[src/rtl/updown_tick_counter_pkg.sv]
// Shared types and default sizing for the up/down tick counter family.
// Also used by the reusable tick prescaler.
package updown_tick_counter_pkg;

    typedef enum logic {
        CNT_UP = 1'b0,
        CNT_DN = 1'b1
    } dir_e;

    typedef enum logic {
        MODE_WRAP = 1'b0,
        MODE_SAT  = 1'b1
    } mode_e;

    localparam int unsigned DEF_WIDTH    = 18;
    localparam int unsigned DEF_PRESCALE = 4;

endpackage

[src/rtl/updown_tick_counter_tick_prescaler.sv]
// Clock-enable prescaler: TICK is high for one CLK cycle every PRESCALE enabled cycles.
// Intended for reuse by UART and timer blocks.
module tick_prescaler
    import updown_tick_counter_pkg::*;
#(
    parameter int unsigned PRESCALE = DEF_PRESCALE,
    parameter int unsigned PS_W     = $clog2(PRESCALE + 1)
) (
    input  logic CLK,
    input  logic RST,
    input  logic EN,
    output logic TICK
);

    localparam logic [PS_W-1:0] LAST = PS_W'(PRESCALE - 1);

    logic [PS_W-1:0] p;

    // With PRESCALE=1, LAST is 0 and p never leaves 0, so TICK follows EN.
    assign TICK = EN && (p == LAST);

    always_ff @(posedge CLK) begin
        if (!RST) begin
            p <= '0;
        end else if (TICK) begin
            p <= '0;
        end else if (EN) begin
            p <= p + PS_W'(1);
        end
    end

endmodule

[src/rtl/updown_tick_counter.sv]
// Prescaled up/down counter with programmable inclusive limit, parallel load,
// wrap/saturate mode, a registered terminal-count pulse and a sticky overflow flag.
module updown_tick_counter
    import updown_tick_counter_pkg::*;
#(
    parameter int unsigned WIDTH    = DEF_WIDTH,
    parameter int unsigned PRESCALE = DEF_PRESCALE,
    parameter int unsigned PS_W     = $clog2(PRESCALE + 1)
) (
    input  logic             CLK,
    input  logic             RST,
    input  logic             EN,
    input  logic             DIR,
    input  logic             SAT,
    input  logic             LOAD,
    input  logic [WIDTH-1:0] LOAD_VAL,
    input  logic [WIDTH-1:0] MAX_VAL,
    input  logic             CLR_OVF,
    output logic [WIDTH-1:0] OUT,
    output logic             TICK,
    output logic             TC,
    output logic             OVF
);

    dir_e             dir;
    dir_e             dir_q;
    mode_e            mode;
    logic             at_limit;
    logic             at_limit_held;
    logic             at_limit_next;
    logic             tc_next;
    logic [WIDTH-1:0] out_next;
    logic [WIDTH-1:0] load_clamped;

    assign dir  = dir_e'(DIR);
    assign mode = mode_e'(SAT);

    tick_prescaler #(
        .PRESCALE (PRESCALE),
        .PS_W     (PS_W)
    ) u_prescaler (
        .CLK  (CLK),
        .RST  (RST),
        .EN   (EN),
        .TICK (TICK)
    );

    assign load_clamped = (LOAD_VAL > MAX_VAL) ? MAX_VAL : LOAD_VAL;

    // A direction change since the last edge forgets any earlier saturation hit,
    // even when a tick lands on the same edge.
    assign at_limit_held = at_limit && (dir == dir_q);

    always_comb begin
        out_next      = OUT;
        tc_next       = 1'b0;
        at_limit_next = at_limit_held;
        if (LOAD) begin
            out_next      = load_clamped;
            at_limit_next = 1'b0;
        end else if (TICK) begin
            if (dir == CNT_UP) begin
                if (OUT < MAX_VAL) begin
                    out_next      = OUT + WIDTH'(1);
                    at_limit_next = 1'b0;
                end else if (mode == MODE_WRAP) begin
                    out_next      = '0;
                    tc_next       = 1'b1;
                    at_limit_next = 1'b0;
                end else begin
                    out_next      = MAX_VAL;
                    tc_next       = (OUT != MAX_VAL) || !at_limit_held;
                    at_limit_next = 1'b1;
                end
            end else begin
                if (OUT > MAX_VAL) begin
                    out_next      = MAX_VAL;
                    at_limit_next = 1'b0;
                end else if (OUT != '0) begin
                    out_next      = OUT - WIDTH'(1);
                    at_limit_next = 1'b0;
                end else if (mode == MODE_WRAP) begin
                    out_next      = MAX_VAL;
                    tc_next       = 1'b1;
                    at_limit_next = 1'b0;
                end else begin
                    out_next      = '0;
                    tc_next       = !at_limit_held;
                    at_limit_next = 1'b1;
                end
            end
        end
    end

    always_ff @(posedge CLK) begin
        if (!RST) begin
            OUT      <= (dir == CNT_DN) ? MAX_VAL : '0;
            TC       <= 1'b0;
            OVF      <= 1'b0;
            at_limit <= 1'b0;
            dir_q    <= dir;
        end else begin
            OUT      <= out_next;
            TC       <= tc_next;
            OVF      <= tc_next || (OVF && !CLR_OVF);
            at_limit <= at_limit_next;
            dir_q    <= dir;
        end
    end

endmodule
[config.mk]
export PLATFORM = sky130hd
export DESIGN_NAME = updown_tick_counter
export DESIGN_NICKNAME = d
export VERILOG_FILES = /design/src/rtl/updown_tick_counter_pkg.sv /design/src/rtl/updown_tick_counter_tick_prescaler.sv /design/src/rtl/updown_tick_counter.sv
export SDC_FILE = /design/constraint.sdc
export NUM_CORES = 1
export LEC_CHECK = 0
export CAP_MARGIN = 10
export CORE_UTILIZATION = 50
export DETAILED_ROUTE_END_ITERATION = 8
export GPL_ROUTABILITY_DRIVEN = 1
export PLACE_DENSITY = 0.8
export SYNTH_ARGS = -nofsm -noshare
export SYNTH_HDL_FRONTEND = slang
export SYNTH_HIERARCHICAL = 1
export SYNTH_SLANG_ARGS = --single-unit
export TNS_END_PERCENT = 1
[constraint.sdc]
create_clock -name CLK -period 8.2 [get_ports CLK]
set_input_delay 2.05 -clock CLK [delete_from_list [all_inputs] [get_ports CLK]]
set_output_delay 2.05 -clock CLK [all_outputs]
set_load 0.05 [all_outputs]
==> summary.md, run 1 <==
| Metric | Value |
|---|---|
| Asr flop ratio synth | 0% |
| Post-layout nets | 514 |
| Worst setup EP type | output pin |
| Die ar. | 6710 µm² |
| Top FF cell, synth | edfxtp_1 |
| Root buffer selected by CTS | clkbuf_8 |
| Sequential standard cell area | 681 µm² |
| Ant diodes | 0 |
| Worst setup SP type | primary input |
| Worst path buffer plus inverter count | 2 |
| Worst-path clk slew | 0.11 ns |
| Slew headroom | 26.8% |
| DRT iter0 DRCs | 325 |
| Fin Setup TNS | 0 ns |
| EDFF count, synth | 18 |
| Layout cell share with drive strength beyond 1 | 6.29% |
| RePlAce Congestion | 0.891 |
| Crit Path Max Fanout | 7 |
| Port bufs | 63 |
| Worst VDD drop | 0.0844 mV |
| Routed WL per cell | 17.7 µm |
| Cts repair resizes | 0 |
| Largest net degree at the start of global routing | 19 |
| Cell variety after synth | 71 |
| Commonest cells after routing, fill and taps aside | 63 x clkdlybuf4s50_1, 51 x nand2_1, 41 x ha_1 |
| Post-Syn Nets | 462 |
| Htree depth | 1 |
| # hold bufs at CTS | 0 |
| Initial Util | 53.0% |
| Tmin final | 5.68 ns |
| Critical path cell sequence | clkdlybuf4s50_1, and2_2, clkdlybuf4s50_1 |
| # IOs | 64 |
| Arr. time, crit path | 3.63 ns |
| TritonCTS clock tree | done |
| Post-synthesis register bit count | 25 |
| Core box area | 6030 µm² |
| Drt drc | 0 |
| CP max stage delay | 0.80 ns |
| Worst Hold Class | reg -> reg |
| GR Overflow Total | 0 |
| RSZ-0062 raised after global routing | no |
| Critical path type | in -> out |
| Leakage | 1.59 nW |
| CP max-delay cell | clkdlybuf4s50_1 |
| TritonCTS Buffers | 3 |
| Final Hold Slack | 0.483 ns |
| CTS sink cnt | 25 |
| Routed Antenna Nets | 0 |
| Clk_lat worst skew | 0.29 ns |
| Area taken by multi-input logic gates | 2260 µm² |
| Vias in the first global route | 2,889 |
| Synth-to-Final Area Change | 19.5% |
| Slew Viols, Final | 0 |
| Instance count of the mapped netlist | 378 |
| Pre-Repair DR Iteration Count | 5 |
| CP Data Required Time | 6.15 ns |
| Outcome | finished clean |
| Initial antenna violation count | 0 |
| Routed WL | 8.91 mm |
| Power Dens Cells | 146 nW/µm² |
| Most common cell after layout, fill and taps aside | clkdlybuf4s50_1 |
| Site Rows | 28 |
| Final setup fails | 0 |
| Crit-path most repeated cell | clkdlybuf4s50_1 |
| HPWL Detailed | 6.83 mm |
| Mapped Area | 3190 µm² |
| Die height | 81.9 µm |
| First-pass GRT wire length | 14.0 mm |
| Fmax | 176 MHz |
| Top delay family on crit path | buffers and inverters |
| Sequential fraction of the synthesis area | 21.3% |
| Fin crit share | 69.3% |
| Clock skew | 0.0105 ns |
| CTS max path bufs | 2 |
| FILL cells | 530 |
| Max-cap violations | 0 |
| Final Hold Viols | 0 |
| Via density per instance | 6.34 |
| Die width | 81.9 µm |
| Via Count | 3,197 |
| Worst-margin pin slew | 1.10 ns |
| Avg Synthesized Cell Area | 8.45 µm² |
| Post-CTS Setup Inserts | 0 |
| GR Util All Layers | 27.4% |
| Ys Warns | 6 |
[Yosys cell counts (all sizes together) (3+ instances only)]
library cell / count / share of area (%)
nor3: 16 / 3.1
nand2: 51 / 6.0
a21o: 4 / 0.94
clkbuf: 7 / 2.2
xor2: 13 / 3.6
edfxtp: 18 / 17
nor4: 6 / 1.8
or2: 3 / 0.59
and2: 4 / 0.82
buf: 10 / 2.5
o21a: 4 / 0.94
a222oi: 8 / 2.5
and4: 4 / 1.1
o21ai: 15 / 2.4
o211ai: 5 / 1.5
xnor2: 15 / 4.1
nand2b: 3 / 0.59
nor2b: 6 / 1.2
nand4: 9 / 1.8
a221o: 4 / 1.3
nand3: 12 / 2.0
a31oi: 3 / 0.59
and3: 7 / 1.4
a22oi: 3 / 0.86
a21oi: 19 / 3.1
inv: 25 / 2.9
a221oi: 3 / 0.82
or4: 3 / 0.94
ha: 41 / 16
a211oi: 5 / 1.5
nor2: 19 / 2.3
dfxtp: 7 / 4.4
[per-stage QoR]
step | utilization [%] | power, mW | instances | setup slack [ns] | cell area (µm²)
after floorplan | - | 0.390 | 378 | 3.79 | 3190
after global placement | 62.6 | 0.465 | 500 | 2.55 | 3770
after detailed placement | 62.6 | 0.472 | 500 | 2.53 | 3770
after CTS | 63.3 | 0.553 | 504 | 2.52 | 3820
after global routing | 63.3 | 0.587 | 504 | 2.45 | 3820
final | 63.3 | 0.558 | 504 | 2.52 | 3820
[flip-flops by register name, summed over array words and instances (netlist names)]
register	cells
OUT	18
u_prescaler/p	3
OVF	1
TC	1
at_limit	1
dir_q	1
[worst reg2reg max path, cell delays in order, from the launching register on]
cell	delay, ns
edfxtp_1	0.58
ha_1	0.37
and2_1	0.17
a221o_1	0.31
a221o_1	0.42
o31a_2	0.18
nor4_2	0.72
buf_4	0.29
a31oi_1	0.11
o2111ai_1	0.18
[cells by family (layout without fill, tap and decap cells)]
| kind of cell | count (synthesis) | count (layout) | share of synthesized area [%] |
|---|---|---|---|
| AO/OA/AOI/OAI | 89 | 89 | 20.6 |
| XOR/XNOR | 28 | 28 | 7.68 |
| adder cells (fa/ha/maj) | 41 | 41 | 16.1 |
| buffers and inverters | 43 | 94 | 7.99 |
| flip-flops | 25 | 25 | 21.3 |
| multiplexers | 1 | 1 | 0.353 |
| AND/OR/NAND/NOR | 151 | 151 | 26.0 |
[worst paths after layout]
kind,start,endpoint,slack [ns],cells past startpoint
min,u_prescaler/p[1],u_prescaler/p[1],0.48,2
max reg2reg,OUT[13],OUT[9],4.70,9
max,EN,TICK,2.52,3
min reg2reg,u_prescaler/p[1],u_prescaler/p[1],0.48,2
[power by group]
part / total (mW) / internal, mW / switching (mW)
logic: 0.280 / 0.116 / 0.164
clock network: 0.0840 / 0.0351 / 0.0490
registers: 0.194 / 0.156 / 0.0383
[per-layer routing]
layer	share of wire, %	track usage, %	vias up
li1	-	-	1519
met1	45	38.5	1503
met2	45	43.9	160
met3	8.7	2.33	15
met4	1.8	8.77	0
met5	0	0	-
[cell type report]
cell class                 count  area share, %
tap                           75           2.46
clock buffer                   4           1.18
timing repair buffer          65           16.9
inverter                      25           2.46
sequential                    25           17.8
multi-input combinational    310           59.1
No activity file was read; power rests on OpenSTA's default activity.
==> inputs of run 2 (changes only) <==
- clock period: 8.2 -> 5.6 ns (I/O delays scaled with it)
==> run 2 against run 1 <==
Sequential power up 47%; non-clock buffer count unchanged; via count up 0.69%; worst hold slack better by 0.0063 ns; global-route usage up 0.80 points; register-to-register slack worse by 2.5 ns; critical endpoint is now OUT[1]; largest power group unchanged; utilization unchanged; die area unchanged; clock-buffer cell count unchanged.
==> summary.md, run 2 (same netlist as run 1, synthesis figures left out) <==
| Metric | Value |
|---|---|
| Via Count | 3,219 (+0.69%) |
| Sw frac | 45.0% (about the same) |
| Commonest cells after routing, fill and taps aside | 63 x clkdlybuf4s50_1, 51 x nand2_1, 41 x ha_1 |
| Routed WL | 9.12 mm (+2.4%) |
| Site Rows | 28 (unchanged) |
| Final setup fails | 0 (unchanged) |
| Via density per instance | 6.39 (+0.69%) |
| Non-Filler Instances | 504 (unchanged) |
| Arr. time, crit path | 4.46 ns (+0.83 ns) |
| Post-CTS Setup Inserts | 0 (unchanged) |
| Fin crit share | 79.0% |
| Clock skew | 0.00454 ns (-0.00592 ns) |
| CP Data Required Time | 5.64 ns (-0.51 ns) |
| Internal power | 0.449 mW (+46%) |
| CP max stage delay | 0.52 ns (-0.28 ns) |
| DRT iter0 DRCs | 322 (-0.92%) |
| Power Dens Cells | 214 nW/µm² (+46%) |
| GR Overflow Total | 0 (unchanged) |
| Pre-Repair DR Iteration Count | 7 (+2) |
| Routed Antenna Nets | 0 (unchanged) |
| Ant diodes | 0 (unchanged) |
| Worst setup SP type | primary input |
| Most common cell after layout, fill and taps aside | clkdlybuf4s50_1 |
| Switching power of the nets | 0.367 mW (+46%) |
| Max-cap violations | 0 (unchanged) |
| Die height | 81.9 µm (unchanged) |
| CTS max path bufs | 2 (unchanged) |
| Logic pwr share | 50.5% (+0.4 points) |
| Worst Hold Class | reg -> reg |
| Worst path buffer plus inverter count | 2 (unchanged) |
| Worst-path clk slew | 0.10 ns (about the same) |
| First-pass GRT wire length | 14.5 mm (+3.8%) |
| Die ar. | 6710 µm² (unchanged) |
| TritonCTS Buffers | 3 (unchanged) |
| Post-layout nets | 514 (unchanged) |
| Crit Path Max Fanout | 12 (+5) |
| Die width | 81.9 µm (unchanged) |
| Outcome | finished clean |
| RSZ-0062 raised after global routing | no |
| Port bufs | 63 (unchanged) |
| Routed WL per cell | 18.1 µm (+2.4%) |
| Crit-path most repeated cell | a221o_1 |
| Vias in the first global route | 3,001 (+3.9%) |
| Final Hold Viols | 0 (unchanged) |
| Largest registers | OUT x18, u_prescaler/p x3 |
| GR Util All Layers | 28.2% (+0.80 points) |
| Initial Util | 53.0% (unchanged) |
| Placed Cells incl. Taps | 500 (unchanged) |
| Fmax | 226 MHz |
| Tmin final | 4.43 ns |
| Worst-margin pin slew | 1.03 ns (-0.0663 ns) |
| Largest net degree at the start of global routing | 19 (unchanged) |
| RePlAce Congestion | 0.923 (+3.5%) |
| FILL cells | 544 (+2.6%) |
| Synth-to-Final Area Change | 19.5% (unchanged) |
| CP max-delay cell | clkdlybuf4s50_1 |
| Slew Viols, Final | 0 (unchanged) |
| Reg with most FFs | OUT |
| Clk pwr share | 14.5% (-0.6 points) |
| TritonCTS clock tree | done |
| Slew headroom | 31.2% (+4.4 points) |
| # hold bufs at CTS | 0 (unchanged) |
| Worst VDD drop | 0.122 mV (+45%) |
| Largest register FFs | 18 (unchanged) |
| Worst setup EP type | register |
| Fin Setup TNS | 0 ns (unchanged) |
| Core box area | 6030 µm² (unchanged) |
| Initial antenna violation count | 0 (unchanged) |
| Clk_lat worst skew | 0.28 ns (about the same) |
| Drt drc | 0 (unchanged) |
| Top delay family on crit path | compound AO/OA/AOI/OAI gates |
| HPWL Detailed | 7.10 mm (+4.0%) |
| Critical path cell sequence | clkdlybuf4s50_1, inv_1, ha_1, and2_1, a221o_1, a221o_1, o31a_2, a211oi_2, o211ai_2, a221o_1 |
| Root buffer selected by CTS | clkbuf_8 |
| Layout cell share with drive strength beyond 1 | 6.29% (unchanged) |
| Leakage | 1.59 nW (unchanged) |
| # IOs | 64 (unchanged) |
| Htree depth | 1 (unchanged) |
| Sequential share of power | 35.0% (+0.2 points) |
| CTS sink cnt | 25 (unchanged) |
| Cts repair resizes | 0 (unchanged) |
| Critical path type | in -> reg |
-- run 2: cell counts in the layout (fill, tap and decap cells not counted) --
No cell type changed its count.
-- run 2: final timing paths --
path / end / from / slack (ns) / cells after the start
max reg2reg: OUT[1] / OUT[13] / 2.23 / 8
min reg2reg: u_prescaler/p[1] / u_prescaler/p[1] / 0.49 / 2
min: u_prescaler/p[1] / u_prescaler/p[1] / 0.49 / 2
max: OUT[1] / MAX_VAL[13] / 1.17 / 10
-- run 2: power groups by stage --
stage	clock, mW	sequential [mW]	combinational, mW
4_1_cts	0.121	0.284	0.407
6_report	0.119	0.286	0.412
3_3_place_gp	0	0.288	0.398
2_1_floorplan	0	0.329	0.242
5_1_grt	0.124	0.291	0.443
3_5_place_dp	0	0.288	0.405
-- run 2: worst register-to-register path, cell delays in order (launching register included) --
cell and delay, ns:
edfxtp_1 0.57, ha_1 0.37, and2_1 0.17, a221o_1 0.30, a221o_1 0.42, o31a_2 0.18, a211oi_2 0.34, o211ai_2 0.38
a221o_1 0.40
-- run 2: stage by stage --
step	hold WS [ns]	util [%]	worst slack, ns	instance area, µm²	power (mW)
finish	0.489	63.3	1.17	3820	0.816
global placement	0.465	62.6	0.989	3770	0.686
global route	0.533	63.3	1.04	3820	0.859
detailed placement	0.474	62.6	0.926	3770	0.693
CTS	0.493	63.3	1.19	3820	0.812
floorplan	0.453	-	1.87	3190	0.571
-- run 2: layer usage --
metal	share of wire (%)	wire [µm]	vias up	global-route usage [%]
li1	-	-	1517	-
met1	45	4110	1505	40.4
met2	45	4080	178	43.9
met3	7.8	714	19	2.22
met4	2.4	216	0	10.0
met5	0	0	-	0
-- run 2: cell type report --
cell class | count | area, µm² | share of cell area, %
multi-input combinational | 310 | 2260 | 59.1
sequential | 25 | 681 | 17.8
timing repair buffer | 65 | 646 | 16.9
inverter | 25 | 93.8 | 2.46
tap | 75 | 93.8 | 2.46
clock buffer | 4 | 45.0 | 1.18
==> inputs of run 3 (changes only) <==
- clock period: 5.6 -> 4.4 ns (I/O delays scaled with it)
==> run 3 against run 2 <==
Setup slack lost 0.66 ns; largest power group unchanged; first-iteration DRC count grew 26%; power grew 29%; die area is the same; largest cell class unchanged; sequential share of layout area shrank 0.25 points; sequential power grew 28%; register-to-register slack lost 0.97 ns; final area grew 1.4%; non-clock buffer count grew 7.
==> summary.md, run 3 (same netlist as run 1, synthesis figures left out) <==
| Metric | Value |
|---|---|
| Max-cap violations | 0 (unchanged) |
| Crit-path most repeated cell | a221o_1 |
| Worst Setup Slack, final | 0.516 ns (-0.659 ns) |
| Drt drc | 0 (unchanged) |
| Worst path buffer plus inverter count | 2 (unchanged) |
| Routed WL per cell | 18.0 µm (-0.59%) |
| Placed Cells incl. Taps | 507 (+1.4%) |
| Layout cell share with drive strength beyond 1 | 8.03% (+1.7 points) |
| Worst setup EP type | register |
| Tmin final | 3.88 ns |
| Clk_lat worst skew | 0.29 ns (about the same) |
| Via Count | 3,188 (-0.96%) |
| Die height | 81.9 µm (unchanged) |
| Most common cell after layout, fill and taps aside | clkdlybuf4s50_1 |
| Commonest cells after routing, fill and taps aside | 63 x clkdlybuf4s50_1, 51 x nand2_1, 41 x ha_1 |
| Power Dens Cells | 272 nW/µm² (+27%) |
| R2R Setup Slk | 1.26 ns (-0.97 ns) |
| Fin crit share | 88.3% |
| Final Hold Viols | 0 (unchanged) |
| Fmax | 257 MHz |
| Crit Path Max Fanout | 9 (-3) |
| Ant diodes | 0 (unchanged) |
| Post-CTS Setup Inserts | 0 (unchanged) |
| RSZ-0062 raised after global routing | no |
| FILL cells | 535 (-1.7%) |
| Post-layout nets | 521 (+1.4%) |
| # hold bufs at CTS | 0 (unchanged) |
| RePlAce Congestion | 0.898 (-2.7%) |
| GR Layer Usage met1 | 38.4% (-2.0 points) |
| Routed WL | 9.19 mm (+0.79%) |
| DRT iter0 DRCs | 406 (+26%) |
| Site Rows | 28 (unchanged) |
| CP Data Required Time | 4.44 ns (-1.20 ns) |
| Vias in the first global route | 2,953 (-1.6%) |
| HPWL Detailed | 7.05 mm (-0.73%) |
| First-pass GRT wire length | 14.5 mm (-0.14%) |
| Arr. time, crit path | 3.93 ns (-0.53 ns) |
| Initial antenna violation count | 0 (unchanged) |
| Fin util | 64.2% (+0.89 points) |
| Reg with most FFs | OUT |
| Core box area | 6030 µm² (unchanged) |
| Die width | 81.9 µm (unchanged) |
| TritonCTS clock tree | done |
| TritonCTS Buffers | 3 (unchanged) |
| Final setup fails | 0 (unchanged) |
| Setup WS pre-CTS | 0.259 ns (-0.666 ns) |
| Worst setup SP type | primary input |
| CTS max path bufs | 2 (unchanged) |
| Critical path type | in -> reg |
| GRT busiest layer | met2 |
| Clock skew | 0.0108 ns (+0.00623 ns) |
| Worst Hold Class | reg -> reg |
| # IOs | 64 (unchanged) |
| CP max-delay cell | clkdlybuf4s50_1 |
| Worst-path clk slew | 0.11 ns (about the same) |
| Htree depth | 1 (unchanged) |
| Outcome | finished clean |
| Largest registers | OUT x18, u_prescaler/p x3 |
| Die ar. | 6710 µm² (unchanged) |
| Routed Antenna Nets | 0 (unchanged) |
| Largest net degree at the start of global routing | 19 (unchanged) |
| Final Hold Slack | 0.498 ns (+0.00874 ns) |
| Initial Util | 53.0% (unchanged) |
| Fin Setup TNS | 0 ns (unchanged) |
| Slew Viols, Final | 0 (unchanged) |
| GR Util All Layers | 28.1% (-0.13 points) |
| Leakage | 1.63 nW (+2.4%) |
| Non-Filler Instances | 511 (+1.4%) |
| Via density per instance | 6.24 (-2.3%) |
| Cts repair resizes | 0 (unchanged) |
| CP max stage delay | 0.53 ns (about the same) |
| Area taken by multi-input logic gates | 2260 µm² (unchanged) |
| GR Overflow Total | 0 (unchanged) |
| Top delay family on crit path | compound AO/OA/AOI/OAI gates |
| Largest register FFs | 18 (unchanged) |
| Port bufs | 63 (unchanged) |
| Critical path cell sequence | clkdlybuf4s50_1, inv_1, ha_1, and2_1, a221o_1, a221o_1, o31a_2, a211oi_2, o211ai_2, a221o_1 |
| Grt met2 use | 44.5% (+0.58 points) |
| Slew headroom | 28.1% (-3.1 points) |
| CTS sink cnt | 25 (unchanged) |
| Root buffer selected by CTS | clkbuf_8 |
| Sequential standard cell area | 681 µm² (unchanged) |
| Worst VDD drop | 0.161 mV (+32%) |
| Synth-to-Final Area Change | 21.2% |
| Pre-Repair DR Iteration Count | 5 (-2) |
| Grt met3 use | 4.33% (+2.1 points) |
| Worst-margin pin slew | 1.08 ns (+0.0464 ns) |
[run 3: cell types whose count changed in the layout (fill, tap and decap cells not counted), sizes merged]
cell	before	now
clkbuf	4	3
buf	2	9
clkinv	0	1
[run 3: power by group]
part           total [mW]  switching, mW  internal [mW]
Clock               0.155         0.0909         0.0639
Combinational       0.533          0.310          0.223
Sequential          0.365         0.0745          0.291
[run 3: layer usage]
metal,vias to the layer above,part of all wire [%]
li1,1531,-
met1,1481,44
met2,148,45
met3,28,8.7
met4,0,2.4
met5,-,0
[run 3: cell type report]
type,count,area share (%)
sequential,25,17.6
tap,75,2.42
multi-input combinational,310,58.3
clock buffer,3,1.07
inverter,25,2.42
clock inverter,1,0.129
timing repair buffer,72,18.0
[run 3: through the flow]
stage | cell area [µm²] | total power [mW]
floorplan | 3190 | 0.727
global placement | 3820 | 0.881
detailed placement | 3820 | 0.892
CTS | 3870 | 1.04
global route | 3870 | 1.11
finish | 3870 | 1.05
[run 3: final timing paths]
path | from | end | cells past startpoint
worst max-delay path | MAX_VAL[13] | OUT[0] | 10
worst min-delay path | OVF | OVF | 2
worst min register to register | OVF | OVF | 2
worst max register to register | OUT[8] | OUT[6] | 9
[run 3: worst register-to-register path: stages (launching register included)]
cell and delay (ns):
edfxtp_1 0.60, ha_1 0.39, and3_1 0.21, nand4_1 0.19, o21a_1 0.27, a211oi_2 0.36
or2_1 0.36, nor3_1 0.12, a221oi_1 0.28, nand2_1 0.11
